$ cat config.mk
export PLATFORM = sky130hd
export DESIGN_NAME = fios_sequencer_flat
export DESIGN_NICKNAME = d
export VERILOG_FILES = /design/src/rtl/fios_sequencer_if.sv /design/src/rtl/fios_sequencer.sv /design/src/flat_wrapper.sv
export SDC_FILE = /design/constraint.sdc
export NUM_CORES = 1
export LEC_CHECK = 0
export CORE_MARGIN = 2
export CORE_UTILIZATION = 54
export CTS_BUF_LIST = sky130_fd_sc_hd__clkbuf_8
export CTS_CLUSTER_DIAMETER = 30
export DETAILED_ROUTE_END_ITERATION = 10
export GPL_ROUTABILITY_DRIVEN = 0
export HOLD_SLACK_MARGIN = 0.1
export PLACE_DENSITY_LB_ADDON = 0.12
export SYNTH_ARGS = -nofsm -noshare
export SYNTH_HDL_FRONTEND = slang
export SYNTH_SLANG_ARGS = --single-unit
$ cat constraint.sdc
create_clock -name clock_i -period 2.24 [get_ports clock_i]
set_input_delay 0.448 -clock clock_i [delete_from_list [all_inputs] [get_ports clock_i]]
set_output_delay 0.448 -clock clock_i [all_outputs]
set_load 0.02 [all_outputs]
$ cat src/rtl/fios_sequencer_if.sv
// fios_sequencer_if: host, memory-block and FIOS-chain handshake bundle around the sequencer
interface fios_sequencer_if #(
    parameter int CNT_W = 32
);
    logic             start_i;
    logic             clear_i;
    logic             load_done_i;
    logic             store_done_i;
    logic             fios_done_i;
    logic             mem_start_o;
    logic             load_store_o;
    logic             fios_start_o;
    logic             busy_o;
    logic             done_o;
    logic             error_o;
    logic [2:0]       phase_o;
    logic [CNT_W-1:0] cycle_count_o;

    modport slave (
        input  start_i, clear_i, load_done_i, store_done_i, fios_done_i,
        output mem_start_o, load_store_o, fios_start_o, busy_o, done_o, error_o, phase_o, cycle_count_o
    );

    modport master (
        output start_i, clear_i, load_done_i, store_done_i, fios_done_i,
        input  mem_start_o, load_store_o, fios_start_o, busy_o, done_o, error_o, phase_o, cycle_count_o
    );
endinterface

$ cat src/rtl/fios_sequencer.sv
// fios_sequencer: load -> FIOS compute -> store control FSM with per-phase watchdog and busy-cycle counter
module fios_sequencer #(
    parameter int s       = 16,
    parameter int TIMEOUT = 4096,
    parameter int CNT_W   = 32
) (
    input logic             clock_i,
    input logic             reset_i,
    fios_sequencer_if.slave bus
);
    typedef enum logic [3:0] {
        IDLE        = 4'd0,
        LOAD_START  = 4'd1,
        LOAD_WAIT   = 4'd2,
        FIOS_START  = 4'd3,
        FIOS_WAIT   = 4'd4,
        STORE_START = 4'd5,
        STORE_WAIT  = 4'd6,
        DONE        = 4'd7,
        ERROR       = 4'd15
    } state_t;

    localparam int PW = TIMEOUT > 1 ? $clog2(TIMEOUT) : 1;
    localparam logic [PW-1:0] LIMIT = PW'(TIMEOUT - 1);

    state_t           state;
    logic [PW-1:0]    wait_cnt;
    logic [CNT_W-1:0] cycles;
    logic             in_wait;
    logic             hit;
    logic             expired;

    // ERROR shares readback code 7 with DONE; error_o tells them apart
    assign bus.phase_o       = state[2:0];
    assign bus.cycle_count_o = cycles;

    // A done strobe only counts in the WAIT state it belongs to; the limit is the TIMEOUT-th WAIT cycle
    always_comb begin
        in_wait = state == LOAD_WAIT || state == FIOS_WAIT || state == STORE_WAIT;
        hit     = (state == LOAD_WAIT && bus.load_done_i) || (state == FIOS_WAIT && bus.fios_done_i)
               || (state == STORE_WAIT && bus.store_done_i);
        expired = TIMEOUT != 0 && wait_cnt == LIMIT;
    end

    // Sequencing FSM; every output is a register updated here
    always_ff @(posedge clock_i) begin
        if (reset_i) begin
            state            <= IDLE;
            wait_cnt         <= '0;
            cycles           <= '0;
            bus.mem_start_o  <= 1'b0;
            bus.load_store_o <= 1'b0;
            bus.fios_start_o <= 1'b0;
            bus.busy_o       <= 1'b0;
            bus.done_o       <= 1'b0;
            bus.error_o      <= 1'b0;
        end else begin
            bus.mem_start_o  <= 1'b0;
            bus.fios_start_o <= 1'b0;
            if (in_wait) wait_cnt <= wait_cnt + PW'(1);
            if (bus.busy_o && cycles != '1) cycles <= cycles + CNT_W'(1);
            case (state)
                IDLE, DONE, ERROR: begin
                    if (bus.start_i) begin
                        state            <= LOAD_START;
                        bus.mem_start_o  <= 1'b1;
                        bus.load_store_o <= 1'b1;
                        bus.busy_o       <= 1'b1;
                        bus.done_o       <= 1'b0;
                        bus.error_o      <= 1'b0;
                        cycles           <= '0;
                    end else if (bus.clear_i) begin
                        state       <= IDLE;
                        bus.done_o  <= 1'b0;
                        bus.error_o <= 1'b0;
                    end
                end
                LOAD_START: begin
                    state    <= LOAD_WAIT;
                    wait_cnt <= '0;
                end
                LOAD_WAIT: if (hit) begin
                    state            <= FIOS_START;
                    bus.fios_start_o <= 1'b1;
                end
                FIOS_START: begin
                    state    <= FIOS_WAIT;
                    wait_cnt <= '0;
                end
                FIOS_WAIT: if (hit) begin
                    state            <= STORE_START;
                    bus.mem_start_o  <= 1'b1;
                    bus.load_store_o <= 1'b0;
                end
                STORE_START: begin
                    state    <= STORE_WAIT;
                    wait_cnt <= '0;
                end
                STORE_WAIT: if (hit) begin
                    state      <= DONE;
                    bus.busy_o <= 1'b0;
                    bus.done_o <= 1'b1;
                end
                default: state <= IDLE;
            endcase
            if (in_wait && !hit && expired) begin
                state            <= ERROR;
                bus.error_o      <= 1'b1;
                bus.busy_o       <= 1'b0;
                bus.done_o       <= 1'b0;
                bus.load_store_o <= 1'b0;
            end
        end
    end
endmodule
$ cat src/flat_wrapper.sv
// flat-port wrapper written by rule: the top's interface ports become plain ports
module fios_sequencer_flat 
#(
    parameter int s       = 16,
    parameter int TIMEOUT = 4096,
    parameter int CNT_W   = 32
)
  (clock_i, reset_i, bus_start_i, bus_clear_i, bus_load_done_i, bus_store_done_i, bus_fios_done_i, bus_mem_start_o, bus_load_store_o, bus_fios_start_o, bus_busy_o, bus_done_o, bus_error_o, bus_phase_o, bus_cycle_count_o);
  fios_sequencer_if #(.CNT_W(CNT_W)) bus_i ();
  input logic clock_i;
  input logic reset_i;
  input wire logic [$bits(bus_i.start_i)-1:0] bus_start_i;
  input wire logic [$bits(bus_i.clear_i)-1:0] bus_clear_i;
  input wire logic [$bits(bus_i.load_done_i)-1:0] bus_load_done_i;
  input wire logic [$bits(bus_i.store_done_i)-1:0] bus_store_done_i;
  input wire logic [$bits(bus_i.fios_done_i)-1:0] bus_fios_done_i;
  output wire logic [$bits(bus_i.mem_start_o)-1:0] bus_mem_start_o;
  output wire logic [$bits(bus_i.load_store_o)-1:0] bus_load_store_o;
  output wire logic [$bits(bus_i.fios_start_o)-1:0] bus_fios_start_o;
  output wire logic [$bits(bus_i.busy_o)-1:0] bus_busy_o;
  output wire logic [$bits(bus_i.done_o)-1:0] bus_done_o;
  output wire logic [$bits(bus_i.error_o)-1:0] bus_error_o;
  output wire logic [$bits(bus_i.phase_o)-1:0] bus_phase_o;
  output wire logic [$bits(bus_i.cycle_count_o)-1:0] bus_cycle_count_o;
  assign bus_i.start_i = bus_start_i;
  assign bus_i.clear_i = bus_clear_i;
  assign bus_i.load_done_i = bus_load_done_i;
  assign bus_i.store_done_i = bus_store_done_i;
  assign bus_i.fios_done_i = bus_fios_done_i;
  assign bus_mem_start_o = bus_i.mem_start_o;
  assign bus_load_store_o = bus_i.load_store_o;
  assign bus_fios_start_o = bus_i.fios_start_o;
  assign bus_busy_o = bus_i.busy_o;
  assign bus_done_o = bus_i.done_o;
  assign bus_error_o = bus_i.error_o;
  assign bus_phase_o = bus_i.phase_o;
  assign bus_cycle_count_o = bus_i.cycle_count_o;
  fios_sequencer #(.s(s), .TIMEOUT(TIMEOUT), .CNT_W(CNT_W)) u_core (.clock_i(clock_i), .reset_i(reset_i), .bus(bus_i));
endmodule
==> summary.md, run 1 <==
| Metric | Value |
|---|---|
| Status | finished, final reports clean |
| CP Cell Sequence | nand4_4, nor4_4, buf_4, o2111ai_4, or4_1, a21oi_1 |
| Core Util, Final | 68.7% |
| Worst stage delay on the critical path | 460 ps |
| Pint | 1.30 mW |
| CTS tree | yes |
| Grt met2 use | 32.8% |
| Worst min path class | register to register |
| Most common cell in the netlist | dfxtp_1 |
| CP endpoint kind | register |
| Area share of the largest cell type after synthesis | 41.3% |
| Post-synth EDFFs | 0 |
| Slew headroom | 64.7% |
| Worst Tran Pin Value | 525 ps |
| CP max-delay cell | dfxtp_1 |
| Required time of the critical path | 2490 ps |
| Die width | 73.7 µm |
| Sw frac | 25.4% |
| Netlist cell types | 46 |
| Area grow syn2layout | 23.1% |
| P_sw | 0.442 mW |
| Clk_lat worst skew | 310 ps |
| P per Cell Area | 540 mW/mm² |
| Seq cells post-synth | 54 |
| Leak | 1.08 nW |
| Share of layout cells above drive strength 1 | 6.41% |
| Yosys top cell by area | dfxtp_1 |
| Clock H-tree levels | 2 |
| Final hold vios | 0 |
| Clk pwr share | 31.9% |
| Area contributors post-synth | dfxtp_1 (41%), a21oi_1 (5.5%), o21ai_0 (4.8%) |
| Gr busiest metal | met2 |
| Rows | 25 |
| Die height | 73.7 µm |
| GRT Overall Usage | 21.7% |
| Mapped cell area | 0.00262 mm² |
| Yosys warning count | 0 |
| Critical Path Start Type | register |
| Clock Skew | 12.0 ps |
| ANT nets after route | 0 |
| Largest net degree at the start of global routing | 18 |
| Syn_area_per_cell | 8.40 µm² |
| Clock buffer depth | 2 |
| Clock sinks | 54 |
| Net Count, Synth | 321 |
| Fmax | 0.491 GHz |
| Clock Tree Root | clkbuf_8 |
| Fin Setup TNS | 0 ps |
| Met1 Track Usage GR | 31.0% |
| HPWL after DPL | 3.98 mm |
| Drc violations | 0 |
| Final nets | 367 |
| Core Area | 0.00469 mm² |
| Ys flop type | dfxtp_1 |
| Via count | 2426 |
| Vias in the first global route | 2062 |
| Final Critical Period | 2040 ps |
| CP top delay family | simple AND/OR/NAND/NOR gates |
| Num ports | 48 |
| Detailed-router iteration count before antenna repair | 4 |
| Reg power frac | 57.8% |
| Post-synthesis sequential area ratio | 41.3% |
| CP arrival | 2290 ps |
| WS Path Type | register to register |
| Drt total wl | 5.60 mm |
| Gate count after technology mapping | 312 |
| Num CTS Buffers | 5 |
| Clock Pin Slew Worst Setup and Hold Paths | 100 ps |
| Slew Limit Fails | 0 |
| Initial antenna violation count | 0 |
| Setup-failing EPs final | 0 |
| Grt total ovfl | 0 |
| Most instantiated cells after synthesis | dfxtp_1 (54), a21oi_1 (29), nand2_1 (28) |
| Share of the cycle needed by the critical path after routing | 90.9% |
| Via/cell ratio | 5.87 |
| First-pass GRT wire length | 9.39 mm |
| Initial Util | 55.8% |
| Die ar. | 0.00543 mm² |
| Buf/Inv on CP | 1 |
| Logic pwr share | 10.3% |
| Number of I/O port buffers | 47 |
| RSZ-0062 raised after global routing | no |
| MaxCap Viol Count | 0 |
| Max Fanout on Critical Path | 17 |
| Number of diodes | 0 |
| GR Util met3 | 3.29% |
| VDD IR max | 278 µV |
| Drt initial violations | 127 |
| Wire length per cell | 13.5 µm |
| Async S/R FF share, synth | 0% |
-- power by group through the flow --
stage | Combinational, mW | Sequential [mW] | Clock (mW)
after floorplan | 0.115 | 1.03 | 0
after global placement | 0.177 | 1.03 | 0
after detailed placement | 0.178 | 1.03 | 0
after CTS | 0.180 | 1.01 | 0.576
after global routing | 0.197 | 1.01 | 0.604
final | 0.180 | 1.01 | 0.556
-- cells by family after synthesis --
kind of cell | synth area share, %
buffers and inverters | 4.54
flip-flops | 41.3
adder cells (fa/ha/maj) | 0.955
XOR/XNOR | 5.68
multiplexers | 0.812
AO/OA/AOI/OAI | 16.8
AND/OR/NAND/NOR | 29.9
-- cells in the final DEF (no fill, tap or decap), types with 8 or more instances in the layout --
cell type        count
xnor2_1              9
clkdlybuf4s50_1     47
o21ai_0             25
nand2_1             28
nand3_1             16
a21oi_1             29
dfxtp_1             54
and4_1               9
or3_1               20
xor2_1               8
nor2_1              27
nand4_1              9
inv_1               10
-- state kept, by name, summed over array words and instances, names as in the netlist --
signal and count:
u_core.state 4, u_core.wait_cnt 12, u_core.bus.load_store_o 1, u_core.bus.mem_start_o 1, u_core.bus.fios_start_o 1, u_core.bus.error_o 1, u_core.bus.busy_o 1, u_core.bus.done_o 1
u_core.bus.cycle_count_o 32
-- final timing paths --
check / startpoint / endpoint / slack [ps] / depth (start not counted)
min: u_core.bus.error_o / u_core.bus.error_o / 480 / 2
max: u_core.bus.cycle_count_o[8] / u_core.bus.cycle_count_o[31] / 200 / 6
max reg2reg: u_core.bus.cycle_count_o[8] / u_core.bus.cycle_count_o[31] / 200 / 6
min reg2reg: u_core.bus.error_o / u_core.bus.error_o / 480 / 2
-- cell type report --
cell class | instances | area, µm²
clock buffer | 6 | 82.6
clock inverter | 2 | 8.76
fill | 406 | 1470
inverter | 9 | 33.8
multi-input combinational | 234 | 1430
sequential | 54 | 1080
tap | 54 | 67.6
timing repair buffer | 54 | 523
-- tightest hold or removal path: stages, from the launching register on --
cell and delay, ps:
dfxtp_1 310, o21ai_0 60, a21oi_1 60
-- per-layer routing --
| layer | part of all wire, % | routed length (µm) |
|---|---|---|
| met5 | 0 | 0 |
| met2 | 46 | 2580 |
| met1 | 48 | 2700 |
| met4 | 1.2 | 69 |
| met3 | 4.5 | 249 |
-- per-stage QoR --
| stage | hold WS (ps) | instance area [µm²] | cells | setup WS, ps | power (mW) |
|---|---|---|---|---|---|
| floorplan | 451 | 2620 | 312 | 124 | 1.14 |
| global placement | 469 | 3120 | 404 | 178 | 1.21 |
| detailed placement | 471 | 3120 | 404 | 148 | 1.21 |
| CTS | 486 | 3210 | 412 | 110 | 1.76 |
| global route | 513 | 3230 | 413 | 0.0338 | 1.81 |
| finish | 484 | 3230 | 413 | 205 | 1.74 |
-- what timing repair did --
action / in CTS / in global routing
setup endpoints to repair: 0 / 8
resized for setup: 0 / 1
hold buffers: 0 / 0
buffers inserted: 0 / 1
Power figures use the tool's default switching activity.
==> run 2, diff against run 1 <==
SETUP_SLACK_MARGIN = 0.3   (was default)
SKIP_CTS_REPAIR_TIMING = 1   (was default)
==> run 2 against run 1 <==
Effect of this change: via count up 2.6%; non-clock buffer count grew 10; core utilization rose by 3.3 points; cell area is 4.8% higher; first-iteration DRC count grew 28%; fmax grew 5.5%; combinational power grew 4%; count of clock-buffer cells in the layout decreased by 1; clock skew shrank 5.6 ps; wire length up 4.0%; highest routed layer unchanged; flip-flop and latch count stayed put; worst hold slack gained 0.64 ps.
==> summary.md, run 2 (synthesis gave the netlist of run 1 again) <==
| Metric | Value |
|---|---|
| Fmax | 0.518 GHz (was 0.491 GHz) |
| Logic pwr share | 10.1% (was 10.3%) |
| Final Critical Period | 1930 ps (was 2040 ps) |
| CP arrival | 2180 ps (was 2290 ps) |
| Num CTS Buffers | 5 (unchanged) |
| Max FFs per register | 32 (unchanged) |
| Hold-critical path depth | 2 (unchanged) |
| Clock Pin Slew Worst Setup and Hold Paths | 100 ps (about the same) |
| Die width | 73.7 µm (unchanged) |
| Drt initial violations | 163 (was 127) |
| Status | finished, final reports clean (unchanged) |
| Largest net degree at the start of global routing | 18 (unchanged) |
| Max Fanout on Critical Path | 8 (was 17) |
| Worst reg2reg path depth | 7 (was 6) |
| Number of I/O port buffers | 47 (unchanged) |
| Fin Setup TNS | 0 ps (unchanged) |
| Clock sinks | 54 (unchanged) |
| Hold_sp | u_core.bus.error_o (unchanged) |
| Slew Limit Fails | 0 (unchanged) |
| Reg2reg end | u_core.bus.cycle_count_o[31] (unchanged) |
| Tot Pwr | 1.86 mW (was 1.74 mW) |
| Share of layout cells above drive strength 1 | 13.6% (was 6.41%) |
| Rows | 25 (unchanged) |
| HPWL after DPL | 3.97 mm (was 3.98 mm) |
| Most common library cell in the layout ignoring fill and taps | clkdlybuf4s50_1 (was dfxtp_1) |
| Post-route insts no fill | 423 (was 413) |
| Number of diodes | 0 (unchanged) |
| Clock Tree Root | clkbuf_8 (unchanged) |
| Worst stage delay on the critical path | 390 ps (was 460 ps) |
| Clk_lat worst skew | 310 ps (about the same) |
| Pint | 1.39 mW (was 1.30 mW) |
| Final hold vios | 0 (unchanged) |
| Sw frac | 25.2% (was 25.4%) |
| P_sw | 0.468 mW (was 0.442 mW) |
| MaxCap Viol Count | 0 (unchanged) |
| CP max-delay cell | dfxtp_2 (was dfxtp_1) |
| Area grow syn2layout | 29.0% (was 23.1%) |
| Slew headroom | 65.6% (was 64.7%) |
| Drc violations | 0 (unchanged) |
| Worst min path class | register to register (unchanged) |
| Clk pwr share | 36.0% (was 31.9%) |
| GRT Overall Usage | 22.3% (was 21.7%) |
| Reg power frac | 53.9% (was 57.8%) |
| VDD IR max | 286 µV (was 278 µV) |
| CP Cell Sequence | nand4_4, nor4_4, buf_4, o2111ai_4, buf_4, or4_1, a21oi_1 (was nand4_4, nor4_4, buf_4, o2111ai_4, or4_1, a21oi_1) |
| CP endpoint kind | register (unchanged) |
| P per Cell Area | 550 mW/mm² (was 540 mW/mm²) |
| Clock Skew | 6.43 ps (was 12.0 ps) |
| Initial Util | 55.8% (unchanged) |
| Detailed-router iteration count before antenna repair | 4 (unchanged) |
| Share of the cycle needed by the critical path after routing | 86.1% (was 90.9%) |
| Critical R2R Launch | u_core.bus.cycle_count_o[11] (was u_core.bus.cycle_count_o[8]) |
| Buf/Inv on CP | 2 (was 1) |
| Clock buffer depth | 2 (unchanged) |
| Most common cell on crit path | buf_4 |
| Wire length per cell | 13.8 µm (was 13.5 µm) |
| ANT nets after route | 0 (unchanged) |
| Num ports | 48 (unchanged) |
| CTS tree | yes (unchanged) |
| Worst Tran Pin Value | 514 ps (was 525 ps) |
| Via/cell ratio | 5.89 (was 5.87) |
| Grt total ovfl | 0 (unchanged) |
| Critical Path Start Type | register (unchanged) |
| Setup-failing EPs final | 0 (unchanged) |
| Leak | 1.18 nW (was 1.08 nW) |
| Initial antenna violation count | 0 (unchanged) |
| Clock H-tree levels | 2 (unchanged) |
| Final nets | 377 (was 367) |
| Vias in the first global route | 2159 (was 2062) |
| Die ar. | 0.00543 mm² (unchanged) |
| Flop-to-flop setup slack | 310 ps (was 200 ps) |
| Drt total wl | 5.82 mm (was 5.60 mm) |
| Worst Hold Endpoint | u_core.bus.error_o (unchanged) |
| Most frequent cells in the layout | clkdlybuf4s50_1 (45), dfxtp_1 (43), a21oi_1 (29) (was dfxtp_1 (54), clkdlybuf4s50_1 (47), a21oi_1 (29)) |
| Via count | 2490 (was 2426) |
| CP top delay family | simple AND/OR/NAND/NOR gates (unchanged) |
| First-pass GRT wire length | 9.63 mm (was 9.39 mm) |
| WS Path Type | register to register (unchanged) |
| Hold WS | 484 ps (about the same) |
| Dpl cells | 406 (was 404) |
| Required time of the critical path | 2490 ps (about the same) |
| Die height | 73.7 µm (unchanged) |
| RSZ-0062 raised after global routing | yes (was no) |
| Core Area | 0.00469 mm² (unchanged) |
[run 2: worst max path at each step]
stage | from | end | slack (ps) | cells past startpoint
floorplan | u_core.bus.cycle_count_o[10] | u_core.bus.cycle_count_o[17] | 300 | 6
detailed placement | u_core.bus.cycle_count_o[4] | u_core.bus.cycle_count_o[30] | 160 | 5
global route | u_core.bus.cycle_count_o[11] | u_core.bus.cycle_count_o[31] | 270 | 7
finish | u_core.bus.cycle_count_o[11] | u_core.bus.cycle_count_o[31] | 310 | 7
CTS | u_core.bus.cycle_count_o[4] | u_core.bus.cycle_count_o[30] | 130 | 5
global placement | u_core.bus.cycle_count_o[4] | u_core.bus.cycle_count_o[28] | 260 | 5
[run 2: power by group through the flow]
stage               Combinational [mW]  Sequential (mW)  Clock [mW]
floorplan                        0.116             1.03           0
global placement                 0.183             1.03           0
detailed placement               0.185             1.03           0
CTS                              0.185             1.01       0.679
global route                     0.208             1.01       0.713
finish                           0.188             1.00       0.669
[run 2: per-layer routing]
layer / global-route usage, % / wire length (µm)
met3: 4.53 / 300
met1: 31.0 / 2840
met4: 7.68 / 105
met5: 0 / 0
met2: 34.2 / 2570
[run 2: layout make-up]
class,instances,area (µm²)
Fill cell,371,1310
Clock inverter,3,43.8
Timing Repair Buffer,64,603
Inverter,9,33.8
Sequential cell,54,1100
Tap cell,54,67.6
Multi-Input combinational cell,234,1460
Clock buffer,5,68.8
[run 2: worst reg2reg max path: stages (launching register included)]
cell	delay [ps]
dfxtp_2	390
nand4_4	150
nor4_4	280
buf_4	200
o2111ai_4	130
buf_4	190
or4_1	390
a21oi_1	140
[run 2: per-stage QoR]
step                worst slack [ps]  cell area (µm²)  utilization [%]
floorplan                        302             2640                -
global placement                 260             3150             67.1
detailed placement               157             3150             67.1
CTS                              133             3260             69.5
global route                     266             3380             72.1
finish                           311             3380             72.1
==> run 3, diff against run 2 <==
CORE_MARGIN = 4   (was 2)
SKIP_CTS_REPAIR_TIMING = default   (was 1)
==> run 3 against run 2 <==
Effect of this change: fmax increased by 0.38%; critical path depth unchanged; die area increased by 11%; count of clock-buffer cells in the layout unchanged; clock power decreased by 19%; setup slack improved by 7.2 ps.
==> summary.md, run 3 (synthesis gave the netlist of run 1 again) <==
| Metric | Value |
|---|---|
| CP Cell Sequence | ha_4, nand4_1, or4_4, o211ai_1, buf_4, or3_4, a21oi_2 (was nand4_4, nor4_4, buf_4, o2111ai_4, buf_4, or4_1, a21oi_1) |
| Final worst slack | 318 ps (was 311 ps) |
| Die ar. | 0.00603 mm² (was 0.00543 mm²) |
| Largest net degree at the start of global routing | 17 (was 18) |
| Num ports | 48 (unchanged) |
| Dpl cells | 418 (was 406) |
| CP top delay family | simple AND/OR/NAND/NOR gates (unchanged) |
| Slew Limit Fails | 0 (unchanged) |
| CP endpoint kind | register (unchanged) |
| Number of diodes | 0 (unchanged) |
| Logic depth of the worst path, buffers included | 7 (unchanged) |
| Die width | 77.7 µm (was 73.7 µm) |
| Clock sinks | 54 (unchanged) |
| Leak | 1.22 nW (was 1.18 nW) |
| Clk_lat worst skew | 310 ps (about the same) |
| VDD IR max | 396 µV (was 286 µV) |
| RSZ-0062 raised after global routing | yes (unchanged) |
| Drc violations | 0 (unchanged) |
| Post-route insts no fill | 446 (was 423) |
| Share of layout cells above drive strength 1 | 19.8% (was 13.6%) |
| Status | finished, final reports clean (unchanged) |
| Max FFs per register | 32 (unchanged) |
| Finished layout cell area | 0.00353 mm² (was 0.00338 mm²) |
| Drt initial violations | 161 (was 163) |
| Max Fanout on Critical Path | 4 (was 8) |
| Clock Tree Root | clkbuf_8 (unchanged) |
| Grt total ovfl | 0 (unchanged) |
| Post-DP Area | 0.00316 mm² (was 0.00315 mm²) |
| Fmax | 0.520 GHz (was 0.518 GHz) |
| Final Critical Period | 1920 ps (was 1930 ps) |
| Share of the cycle needed by the critical path after routing | 85.8% (was 86.1%) |
| Final nets | 387 (was 377) |
| CTS tree | yes (unchanged) |
| Wire length per cell | 14.3 µm (was 13.8 µm) |
| Number of I/O port buffers | 47 (unchanged) |
| ANT nets after route | 0 (unchanged) |
| Tot Pwr | 1.73 mW (was 1.86 mW) |
| GRT Overall Usage | 20.5% (was 22.3%) |
| HPWL after DPL | 4.13 mm (was 3.97 mm) |
| Setup-failing EPs final | 0 (unchanged) |
| Initial Util | 55.5% (was 55.8%) |
| Worst stage delay on the critical path | 580 ps (was 390 ps) |
| CP max-delay cell | or4_4 (was dfxtp_2) |
| Detailed-router iteration count before antenna repair | 4 (unchanged) |
| Final hold vios | 0 (unchanged) |
| MaxCap Viol Count | 0 (unchanged) |
| Fillers | 353 (was 371) |
| Fin Setup TNS | 0 ps (unchanged) |
| P per Cell Area | 490 mW/mm² (was 550 mW/mm²) |
| Most frequent cells in the layout | clkdlybuf4s50_1 (46), dfxtp_1 (39), nand2_1 (28) (was clkdlybuf4s50_1 (45), dfxtp_1 (43), a21oi_1 (29)) |
| Initial antenna violation count | 0 (unchanged) |
| Worst reg2reg path depth | 7 (unchanged) |
| Worst min path class | register to register (unchanged) |
| Via/cell ratio | 5.72 (was 5.89) |
| Vias in the first global route | 2261 (was 2159) |
| Drt total wl | 6.39 mm (was 5.82 mm) |
| Critical Path Start Type | register (unchanged) |
| Core Area | 0.00472 mm² (was 0.00469 mm²) |
| Num CTS Buffers | 5 (unchanged) |
| WS Path Type | register to register (unchanged) |
| Slew headroom | 67.5% (was 65.6%) |
| Area grow syn2layout | 34.9% (was 29.0%) |
| Clock H-tree levels | 2 (unchanged) |
| Buf/Inv on CP | 1 (was 2) |
| Rows | 25 (unchanged) |
| Clock Pin Slew Worst Setup and Hold Paths | 100 ps (about the same) |
| Worst slack, placed | 137 ps (was 157 ps) |
| CP arrival | 2120 ps (was 2180 ps) |
| Required time of the critical path | 2440 ps (was 2490 ps) |
| Hold-critical path depth | 2 (unchanged) |
| Most common library cell in the layout ignoring fill and taps | clkdlybuf4s50_1 (unchanged) |
| First-pass GRT wire length | 10.3 mm (was 9.63 mm) |
| Worst Tran Pin Value | 486 ps (was 514 ps) |
| Via count | 2552 (was 2490) |
| Die height | 77.7 µm (was 73.7 µm) |
| Clock buffer depth | 2 (unchanged) |
| Clock Skew | 12.3 ps (was 6.43 ps) |
[run 3: layer usage]
metal	part of all wire [%]	track usage, %
met3	4.0	4.18
met4	1.4	6.05
met5	0	0
met1	47	27.7
met2	47	32.9
[run 3: power by group]
group          switching, mW  internal [mW]
clock                  0.323          0.217
sequential            0.0277          0.970
combinational          0.111         0.0809
[run 3: stage by stage]
| stage | hold WS (ps) | util [%] |
|---|---|---|
| after floorplan | 451 | - |
| after global placement | 467 | 66.8 |
| after detailed placement | 477 | 66.8 |
| after CTS | 492 | 70.4 |
| after global routing | 521 | 74.8 |
| final | 488 | 74.8 |
[run 3: worst register-to-register path: stages (launching register included)]
cell and delay [ps]:
dfxtp_4 380, ha_4 150, nand4_1 140, or4_4 580, o211ai_1 230, buf_4 170, or3_4 110, a21oi_2 40
[run 3: path summary, 6_finish.rpt]
kind / start / end / slack, ps
setup / recovery: u_core.bus.cycle_count_o[1] / u_core.bus.cycle_count_o[13] / 320
hold / removal: u_core.bus.done_o / u_core.bus.done_o / 490
setup reg to reg: u_core.bus.cycle_count_o[1] / u_core.bus.cycle_count_o[13] / 320
hold reg to reg: u_core.bus.done_o / u_core.bus.done_o / 490
[run 3: cell type report]
type                            count  area (µm²)  share of cell area [%]
Timing Repair Buffer               73         679                    19.2
Inverter                            9        33.8                   0.956
Tap cell                           67        83.8                    2.37
Sequential cell                    54        1120                    31.8
Multi-Input combinational cell    235        1530                    43.2
Clock inverter                      3        17.5                   0.496
Clock buffer                        5        68.8                    1.95
[run 3: timing repair]
action / in CTS / in global routing
pin swaps: 4 / 19
hold buffers: 0 / 0
setup buffers: 7 / 12
cloned: 0 / 1
setup endpoints to repair: 20 / 31
gates resized for setup: 8 / 35
